==> src/rtl/sha256_msg_loader.sv <==
// Byte-stream front-end for sha256_core: loads a padded single-block message, starts the core, streams the digest.
// Optional `SHA_LOADER_BTC_EN adds an i_btc port for 80-byte bitcoin-header (double SHA-256) mode.
module sha256_msg_loader #(
   parameter logic [6:0] W_BASE      = 7'd0,
   parameter logic [6:0] STATUS_ADDR = 7'd80,
   parameter logic [6:0] DIGEST_BASE = 7'd84
) (
   input  logic       i_clk,
   input  logic       i_rst,
   input  logic       i_s_valid,
   input  logic [7:0] i_s_data,
   input  logic       i_s_last,
   output logic       o_s_ready,
   output logic       o_m_valid,
   output logic [7:0] o_m_data,
   output logic       o_m_last,
   input  logic       i_m_ready,
   output logic [6:0] o_core_addr,
   output logic [7:0] o_core_data,
   output logic       o_core_we,
   input  logic [7:0] i_core_data,
   input  logic       i_core_irq,
`ifdef SHA_LOADER_BTC_EN
   input  logic       i_btc,
`endif
   output logic       o_err,
   output logic       o_busy
);

   localparam int unsigned CNT_W = 7;
   localparam int unsigned LEN_W = 8;
   localparam int unsigned ADR_W = 7;
   localparam logic [CNT_W-1:0] MAX_MSG  = 7'd55;
   localparam logic [CNT_W-1:0] BTC_LEN  = 7'd80;
   localparam logic [CNT_W-1:0] LAST_PAD = 7'd63;
   localparam logic [CNT_W-1:0] LAST_DIG = 7'd31;

   typedef enum logic [2:0] {
      IDLE, LOAD, PAD, GO, WAIT_LO, WAIT_HI, READ, DRAIN
   } state_t;

   state_t             state_q, state_d;
   logic [CNT_W-1:0]   cnt_q, cnt_d, cnt_inc, msg_limit;
   logic [LEN_W-1:0]   len_q, len_d;
   logic               btc_q, btc_d, btc_in;
   logic               s_ready_d, m_valid_d, m_last_d, core_we_d, err_d;
   logic [ADR_W-1:0]   core_addr_d;
   logic [7:0]         core_data_d;
   logic               s_hs, m_hs;

`ifdef SHA_LOADER_BTC_EN
   assign btc_in = i_btc;
`else
   assign btc_in = 1'b0;
`endif

   // Message byte k lands so that W0 occupies the top word; header tail bytes 64..79 go below it.
   function automatic logic [ADR_W-1:0] msg_addr(input logic [CNT_W-1:0] k);
      if (k < 7'd64) return 7'({1'b0, W_BASE} + 8'd63 - {1'b0, k});
      return 7'({1'b0, W_BASE} + 8'd143 - {1'b0, k});
   endfunction

   function automatic logic [ADR_W-1:0] dig_addr(input logic [CNT_W-1:0] j);
      return 7'(DIGEST_BASE + 7'd31 - j);
   endfunction

   // 0x80 terminator, zero fill, then the bit length L*8 in the last two bytes.
   function automatic logic [7:0] pad_byte(input logic [CNT_W-1:0] idx, input logic [LEN_W-1:0] len);
      if ({1'b0, idx} == len) return 8'h80;
      if (idx == 7'd62)       return {5'b00000, len[7:5]};
      if (idx == LAST_PAD)    return {len[4:0], 3'b000};
      return 8'h00;
   endfunction

   assign s_hs      = o_s_ready & i_s_valid;
   assign m_hs      = o_m_valid & i_m_ready;
   assign cnt_inc   = cnt_q + 7'd1;
   assign msg_limit = btc_q ? BTC_LEN : MAX_MSG;
   assign o_m_data  = i_core_data;

   // Next-state and next-output logic; every registered output is computed here.
   always_comb begin
      state_d     = state_q;
      cnt_d       = cnt_q;
      len_d       = len_q;
      btc_d       = btc_q;
      core_we_d   = 1'b0;
      core_addr_d = DIGEST_BASE;
      core_data_d = 8'h00;
      m_valid_d   = 1'b0;
      m_last_d    = 1'b0;
      err_d       = 1'b0;
      s_ready_d   = 1'b0;

      case (state_q)
         IDLE: begin
            if (s_hs) begin
               btc_d       = btc_in;
               core_we_d   = 1'b1;
               core_addr_d = msg_addr(7'd0);
               core_data_d = i_s_data;
               cnt_d       = 7'd1;
               len_d       = 8'd1;
               if (!i_s_last) begin
                  state_d = LOAD;
               end else if (btc_in) begin
                  err_d   = 1'b1;
                  cnt_d   = 7'd0;
               end else begin
                  state_d = PAD;
               end
            end
         end
         LOAD: begin
            if (s_hs) begin
               if (cnt_q == msg_limit) begin
                  // Over-length byte: dropped, rest of the message is drained.
                  cnt_d   = 7'd0;
                  err_d   = i_s_last;
                  state_d = i_s_last ? IDLE : DRAIN;
               end else begin
                  core_we_d   = 1'b1;
                  core_addr_d = msg_addr(cnt_q);
                  core_data_d = i_s_data;
                  cnt_d       = cnt_inc;
                  len_d       = 8'(cnt_inc);
                  if (i_s_last) begin
                     if (!btc_q) begin
                        state_d = PAD;
                     end else if (cnt_inc == BTC_LEN) begin
                        state_d = GO;
                     end else begin
                        err_d   = 1'b1;
                        cnt_d   = 7'd0;
                        state_d = IDLE;
                     end
                  end
               end
            end
         end
         PAD: begin
            core_we_d   = 1'b1;
            core_addr_d = msg_addr(cnt_q);
            core_data_d = pad_byte(cnt_q, len_q);
            if (cnt_q == LAST_PAD) begin
               cnt_d   = 7'd0;
               state_d = GO;
            end else begin
               cnt_d   = cnt_inc;
            end
         end
         GO: begin
            core_we_d   = 1'b1;
            core_addr_d = STATUS_ADDR;
            core_data_d = btc_q ? 8'h03 : 8'h01;
            cnt_d       = 7'd0;
            state_d     = WAIT_LO;
         end
         WAIT_LO: begin
            if (!i_core_irq) state_d = WAIT_HI;
         end
         WAIT_HI: begin
            if (i_core_irq) begin
               state_d     = READ;
               cnt_d       = 7'd0;
               m_valid_d   = 1'b1;
               core_addr_d = dig_addr(7'd0);
            end
         end
         READ: begin
            // Address and flags hold while the sink stalls, keeping o_m_data stable.
            m_valid_d   = 1'b1;
            core_addr_d = dig_addr(cnt_q);
            m_last_d    = (cnt_q == LAST_DIG);
            if (m_hs) begin
               if (cnt_q == LAST_DIG) begin
                  state_d     = IDLE;
                  cnt_d       = 7'd0;
                  m_valid_d   = 1'b0;
                  m_last_d    = 1'b0;
                  core_addr_d = DIGEST_BASE;
               end else begin
                  cnt_d       = cnt_inc;
                  core_addr_d = dig_addr(cnt_inc);
                  m_last_d    = (cnt_inc == LAST_DIG);
               end
            end
         end
         DRAIN: begin
            if (s_hs && i_s_last) begin
               err_d   = 1'b1;
               state_d = IDLE;
            end
         end
         default: state_d = IDLE;
      endcase

      // Input is only taken when the core reports completed, so a busy core blocks new messages.
      case (state_d)
         IDLE:        s_ready_d = i_core_irq;
         LOAD, DRAIN: s_ready_d = 1'b1;
         default:     s_ready_d = 1'b0;
      endcase
   end

   always_ff @(posedge i_clk) begin
      if (i_rst) begin
         state_q     <= IDLE;
         cnt_q       <= '0;
         len_q       <= '0;
         btc_q       <= 1'b0;
         o_s_ready   <= 1'b0;
         o_m_valid   <= 1'b0;
         o_m_last    <= 1'b0;
         o_core_we   <= 1'b0;
         o_core_addr <= DIGEST_BASE;
         o_core_data <= 8'h00;
         o_err       <= 1'b0;
         o_busy      <= 1'b0;
      end else begin
         state_q     <= state_d;
         cnt_q       <= cnt_d;
         len_q       <= len_d;
         btc_q       <= btc_d;
         o_s_ready   <= s_ready_d;
         o_m_valid   <= m_valid_d;
         o_m_last    <= m_last_d;
         o_core_we   <= core_we_d;
         o_core_addr <= core_addr_d;
         o_core_data <= core_data_d;
         o_err       <= err_d;
         o_busy      <= (state_d != IDLE);
      end
   end

endmodule

==> config.mk <==
export PLATFORM = sky130hd
export DESIGN_NAME = sha256_msg_loader
export DESIGN_NICKNAME = d
export VERILOG_FILES = /design/src/rtl/sha256_msg_loader.sv
export SDC_FILE = /design/constraint.sdc
export NUM_CORES = 1
export LEC_CHECK = 0
export CORE_UTILIZATION = 25
export CTS_CLUSTER_DIAMETER = 80
export DETAILED_ROUTE_END_ITERATION = 10
export GPL_TIMING_DRIVEN = 0
export PLACE_DENSITY = 0.48
export SLEW_MARGIN = 10
export SYNTH_ARGS = -nofsm -noshare
export SYNTH_HDL_FRONTEND = slang
export SYNTH_SLANG_ARGS = --single-unit
==> constraint.sdc <==
create_clock -name i_clk -period 1.95 [get_ports i_clk]
set_clock_uncertainty 0.1 [all_clocks]
set_input_delay 0.4875 -clock i_clk [delete_from_list [all_inputs] [get_ports i_clk]]
set_output_delay 0.4875 -clock i_clk [all_outputs]
set_load 0.01 [all_outputs]
### Yosys cells after proc, flatten, opt, wreduce, memory -nomap -nowiden

Cells that the tools add are included.
W data, S select, Z words.

* flip-flop bits (word level): 39
* bits of input ports: 22
* output and inout bits: 29
* word-level logic and storage cells: 125

* $add $sub $neg: 5
* $lt $le $gt $ge: 1
* eq/ne operators: 20
* mux-type cells: 74
* bitwise logic cells: 3
* reductions and logical operators: 11

Operators by type and width (number)
* $mux W7: 15
* $mux W8: 12
* $pmux W7 S6: 2
* $mux W3: 11
* $pmux W8 S4: 1
* $mux W1: 25
* $pmux W3 S8: 1
* $eq A7 B6 Y1 const B: 3
* $pmux W8 S2: 1
* $eq A3 B3 Y1 const B: 5
* $eq A7 B5 Y1 const B: 2
* $sub A7 B7 Y7 const A: 2
* $ne A2 B2 Y1 const B: 5
* $eq A7 B8 Y1: 1
* $add A7 B1 Y7 const B: 1
* $lt A7 B7 Y1 const B: 1
* $sub A4 B7 Y7 const A: 1
* $sub A6 B7 Y7 const A: 1
* $eq A3 B1 Y1 const B: 2
* $eq A3 B2 Y1 const B: 2
* $logic_not A3 Y1: 2
* $mux W6: 1
* $pmux W1 S2: 3
* $reduce_bool A6 Y1: 1
* 10 further kinds: 13

### Depth between registers and ports, before layout

* depth after elaboration: 12
* depth in mapped cells: 10
* gate-level depth less buffers: 8

### Worst setup path before layout

OpenSTA, ideal clock, no wires.

* path type: reg2reg
* start: register cnt_q[3]
* end: register cnt_q[3]
* setup time: 0.070 ns
* arrival time: 1.776 ns
* required time: 1.780 ns
* slack: 0.004 ns
* cell stages (with the launch flop): 10
* path buffers: 2
* period minus slack after synthesis: 1.946 ns
* path through: dfxtp_1 > buf_2 > inv_1 > ha_1 > and4b_1 > buf_6 > nor3_4 > o22ai_2 > or3_1 > a21oi_1

* cells in the longest elaborated chain, start to end: 4
* elaborated cells between the ends (all ways): 10
* classes of those cells: add/sub (1); eq/ne (3); mux (6)

RTL lines
* from (decl): line 43 `logic [CNT_W-1:0] cnt_q, cnt_d, cnt_inc, msg_limit;`
* from (signal assigned): line 222 `cnt_q <= cnt_d;`
* $add A7 B1 Y7 (tied with other cells): line 77 `assign cnt_inc = cnt_q + 7'd1;`
* $mux W7 (on tied branches): line 176, 116
* $mux W7 (on tied branches): line 175, 115
* $pmux W7 S6 *: line 95 `case (state_q)`

Every way passes the cells marked *; elsewhere a longest branch is shown, timed or not. The select of a mux whose other input is x is not followed.
A chain may end at the register's enable or synchronous reset.

### Final worst setup path

* start: register cnt_q[3]
* end: register o_s_ready

* cells in the longest elaborated chain, start to end: 7
* elaborated cells between the ends (all ways): 14
* classes of those cells: eq/ne (5); mux (7); reduce/logical (2)

RTL lines
* $eq A7 B5 Y1 / $eq A7 B6 Y1 (equally long branches): line 176, 116
* $mux W3 (on tied branches): line 176, 116
* $mux W3 (on tied branches): line 175, 115
* $pmux W3 S8 *: line 95
* $eq A3 B1 Y1 / $eq A3 B3 Y1 (equally long branches): line 199 `case (state_d)`
* $reduce_or A2 Y1: line 199
* $pmux W1 S2 *: line 199
* to (signal assigned): line 225 `o_s_ready <= s_ready_d;`
* to (decl): line 13 `output logic o_s_ready,`

Every way passes the cells marked *; elsewhere a longest branch is shown, timed or not.

==> summary.md <==
| Metric | Value |
|---|---|
| Hold WS | `0.4362 ns` |
| Number of vias per cell | `4.976` |
| DRC viols | `0` |
| Flops & latches, synth | `38` |
| Ys Warns | `0` |
| Clock-pin slew on the worst setup and hold paths | `0.08 ns` |
| Antenna Cells | `0` |
| Worst-Skew Late Latency | `0.29 ns` |
| VDD IR max | `0.3259 mV` |
| Area fraction of the dominant cell type after synthesis | `31.97%` |
| Switching power share of the total | `26.74%` |
| CORE AREA | `0.009240 mm2` |
| Failing checks | `negative setup slack` |
| Port Buf Inserts | `41` |
| CTS tree | `done` |
| Layout area overhead | `53.26%` |
| RSZ-0062 raised after global routing | `yes` |
| Fillers | `958` |
| Switching power | `0.5101 mW` |
| RR Startpoint | `cnt_q[3]$_SDFFE_PP0P_` |
| Reg2reg end | `o_s_ready$_SDFF_PP0_` |
| CTS buffer count | `5` |
| Post-synth EDFFs | `0` |
| Required time worst endpoint | `2.04 ns` |
| Tot Pwr | `1.908 mW` |
| Commonest cells after routing, fill and taps aside | `38 x clkdlybuf4s50_1, 31 x nor2_1, 31 x dfxtp_1` |
| First-pass GRT wire length | `12.17 mm` |
| Total gr overflow | `0` |
| Top FF cell, synth | `dfxtp_1` |
| Min Tclk post-route | `2.048 ns` |
| Max stage delay on crit path | `0.33 ns` |
| Post-Synthesis Net Count | `322` |
| Critical-path top delay cell | `dfxtp_2` |
| Share of layout cells above drive strength 1 | `33.24%` |
| Synth Instances | `290` |
| Pre-CTS WS | `-0.6151 ns` |
| Startpoint Class | `flop` |
| Nets | `393` |
| Most frequent cell on the critical path | `buf_6` |
| Slew HR | `54.96%` |
| Die H | `99.57 um` |
| Final WL | `7.759 mm` |
| Seq pwr share | `43.2%` |
| Hold Path Sink | `o_core_data[7]$_SDFF_PP0_` |
| Setup ws final | `-0.09811 ns` |
| Final ANT Viol Nets | `0` |
| Vias in the first global route | `2423` |
| # setup viols final | `10` |
| Crit end category | `flop` |
| Max Cap Violations | `0` |
| Outcome | `complete, but fails checks` |
| Reg2reg setup slack | `-0.1 ns` |
| Synth top area cells | `dfxtp_1 32%, nor2_1 6.0%, a21oi_1 5.5%, ha_1 5.3%, xnor2_1 4.4%` |
| Fin crit share | `105.0%` |
| # rows | `35` |
| Pleak | `1.304 nW` |
| 1st-pass router iterations | `4` |
| Detailed placement HPWL | `5.365 mm` |
| Final Instance Count excl. Fillers | `490` |
| Seq/Total Area, Yosys | `31.97%` |
| H-tree depth | `2` |
| Ports | `51` |
| Synth unique cells | `61` |
| Vias | `2438` |
| Post-DR wirelength/cell | `15.83 um` |
| Async SR Flop Fraction | `0%` |
| GPL Wtd Cong | `0.8588` |
| Commonest non-fill, non-tap cell in the layout | `clkdlybuf4s50_1` |
| Cell taking the most area after synthesis | `dfxtp_1` |
| Hold crit path type | `flop to flop` |
| Cells after DPL | `460` |
| Sinks on Clock Net | `38` |
| Largest net degree at the start of global routing | `12` |
| Die W | `99.57 um` |
| Worst path arrival time | `2.14 ns` |
| Internal Pwr Total | `1.398 mW` |
| Hold path start | `len_q[4]$_SDFFE_PP0P_` |
| Hold depth | `2` |
| Max-slew violation count | `0` |
| Cells along the critical path | `buf_6, inv_4, ha_4, and4b_1, buf_6, buf_4, nand3_1, a21boi_2, o32ai_2, nor2b_4, o21a_1` |
| CTS Buffer Depth | `2` |
| Setup tns final | `-0.4435 ns` |
| Iteration-0 DRC Markers | `146` |
| Mean area per synthesized cell | `8.206 um2` |
| CTS root buf | `clkbuf_8` |
| FMAX | `488.3 MHz` |
| Logic gate share of total power | `19.9%` |
| Crit path buf inv count | `4` |
| Post-Syn Area | `0.002380 mm2` |
| Worst slew pin tran | `0.6755 ns` |
| Initial cell density of the core | `25.75%` |
| GRT Total Usage | `15.51%` |
| Delay-heaviest family, CP | `simple AND/OR/NAND/NOR gates` |
| Critical path type | `flop to flop` |
| R2R depth | `11` |
| Final hold viol count | `0` |
| Pwr Density | `523.1 mW/mm2` |
| Clock power share | `36.9%` |
| Worst-path fanout max | `7` |
| Die area | `0.009913 mm2` |
| Antenna violations before repair | `0` |
cells by family (layout without fill, tap and decap cells):
| group | Yosys count | after routing | synth area share [%] |
|---|---|---|---|
| XOR/XNOR | 19 | 19 | 7.308 |
| buffers and inverters | 36 | 107 | 8.044 |
| adder cells (fa/ha/maj) | 10 | 10 | 5.258 |
| AND/OR/NAND/NOR | 107 | 107 | 24.71 |
| AO/OA/AOI/OAI | 78 | 78 | 21.82 |
| flip-flops | 38 | 38 | 31.97 |
| multiplexers | 2 | 2 | 0.8938 |
cells in the mapped netlist, types with 2 or more instances:
library cell and number:
nand3_1 8, a22oi_1 12, nand4_1 2, buf_2 6, inv_1 10, a211o_1 2, a31oi_1 4, nor2b_1 7
nor3_4 2, and2_1 3, clkbuf_1 7, a221oi_1 4, a211oi_1 3, nor2_1 38, ha_1 10, nand2b_1 2
inv_2 2, nor4_1 4, or2_2 2, and4b_1 2, or3_1 2, nand3b_1 6, dfxtp_1 38, buf_4 9
a21oi_1 26, nor3_1 5, buf_6 2, xnor2_1 12, o21ai_0 10, xor2_1 6, nand2_1 14
area by class of cell:
| class | count | area, um2 | share of cell area [%] |
|---|---|---|---|
| multi-input cells | 216 | 1770 | 48.54 |
| inverters | 12 | 52.55 | 1.441 |
| plain buffers | 22 | 161.4 | 4.425 |
| clock buffers | 6 | 82.58 | 2.264 |
| repair buffers | 66 | 609.3 | 16.71 |
| flip-flops and latches | 38 | 779.5 | 21.37 |
| well taps | 129 | 161.4 | 4.425 |
| clock inverters | 1 | 30.03 | 0.8233 |
power by group through the flow:
stage	clock network [mW]	logic, mW	registers [mW]
final	0.704	0.380	0.824
after global routing	0.752	0.408	0.828
after CTS	0.717	0.347	0.826
after detailed placement	0	0.315	0.844
after global placement	0	0.316	0.844
after floorplan	0	0.165	0.851
registers in the layout, indices dropped and copies added, names as in the netlist:
signal,cells
o_s_ready,1
len_q,7
o_m_valid,1
o_m_last,1
o_core_addr,7
o_core_data,8
cnt_q,7
o_busy,1
o_err,1
state_q,3
o_core_we,1
metal layers:
layer | GRT usage [%] | vias up | part of all wire, %
li1 | - | 1169 | -
met1 | 19.15 | 1198 | 42
met2 | 28.26 | 60 | 53
met3 | 2.038 | 11 | 3.2
met4 | 3.959 | 0 | 1.5
met5 | 0 | - | 0
per-stage QoR:
stage          instance area (um2)  util (%)
2_1_floorplan                 2380         -
3_3_place_gp                  2952     31.94
3_5_place_dp                  2952     31.94
4_1_cts                       3390     36.68
5_1_grt                       3647     39.47
6_report                      3647     39.47
what timing repair did:
item / 4_1_cts / 5_1_grt
hold buffers: 0 / 0
buffers inserted: 17 / 8
endpoints found under the setup margin: 35 / 30
gates resized for setup: 55 / 47
pin swaps: 18 / 13
worst max path at each step:
stage	start	endpoint	slack, ns	cells after the start
floorplan	cnt_q[3]$_SDFFE_PP0P_	cnt_q[3]$_SDFFE_PP0P_	0.004	9
global placement	i_s_valid	o_core_addr[4]$_SDFF_PP1_	-0.61	5
detailed placement	i_s_valid	o_core_addr[4]$_SDFF_PP1_	-0.62	5
CTS	cnt_q[3]$_SDFFE_PP0P_	cnt_q[3]$_SDFFE_PP0P_	-0.05	9
global route	cnt_q[3]$_SDFFE_PP0P_	o_s_ready$_SDFF_PP0_	-0.17	11
finish	cnt_q[3]$_SDFFE_PP0P_	o_s_ready$_SDFF_PP0_	-0.1	11
worst reg2reg max path: stages, from the launching register on:
cell and delay (ns):
dfxtp_2 0.33, buf_6 0.12, inv_4 0.05, ha_4 0.12, and4b_1 0.23, buf_6 0.17, buf_4 0.13, nand3_1 0.09
a21boi_2 0.15, o32ai_2 0.12, nor2b_4 0.15, o21a_1 0.19
Note: power is estimated with default switching activity, not from simulation.
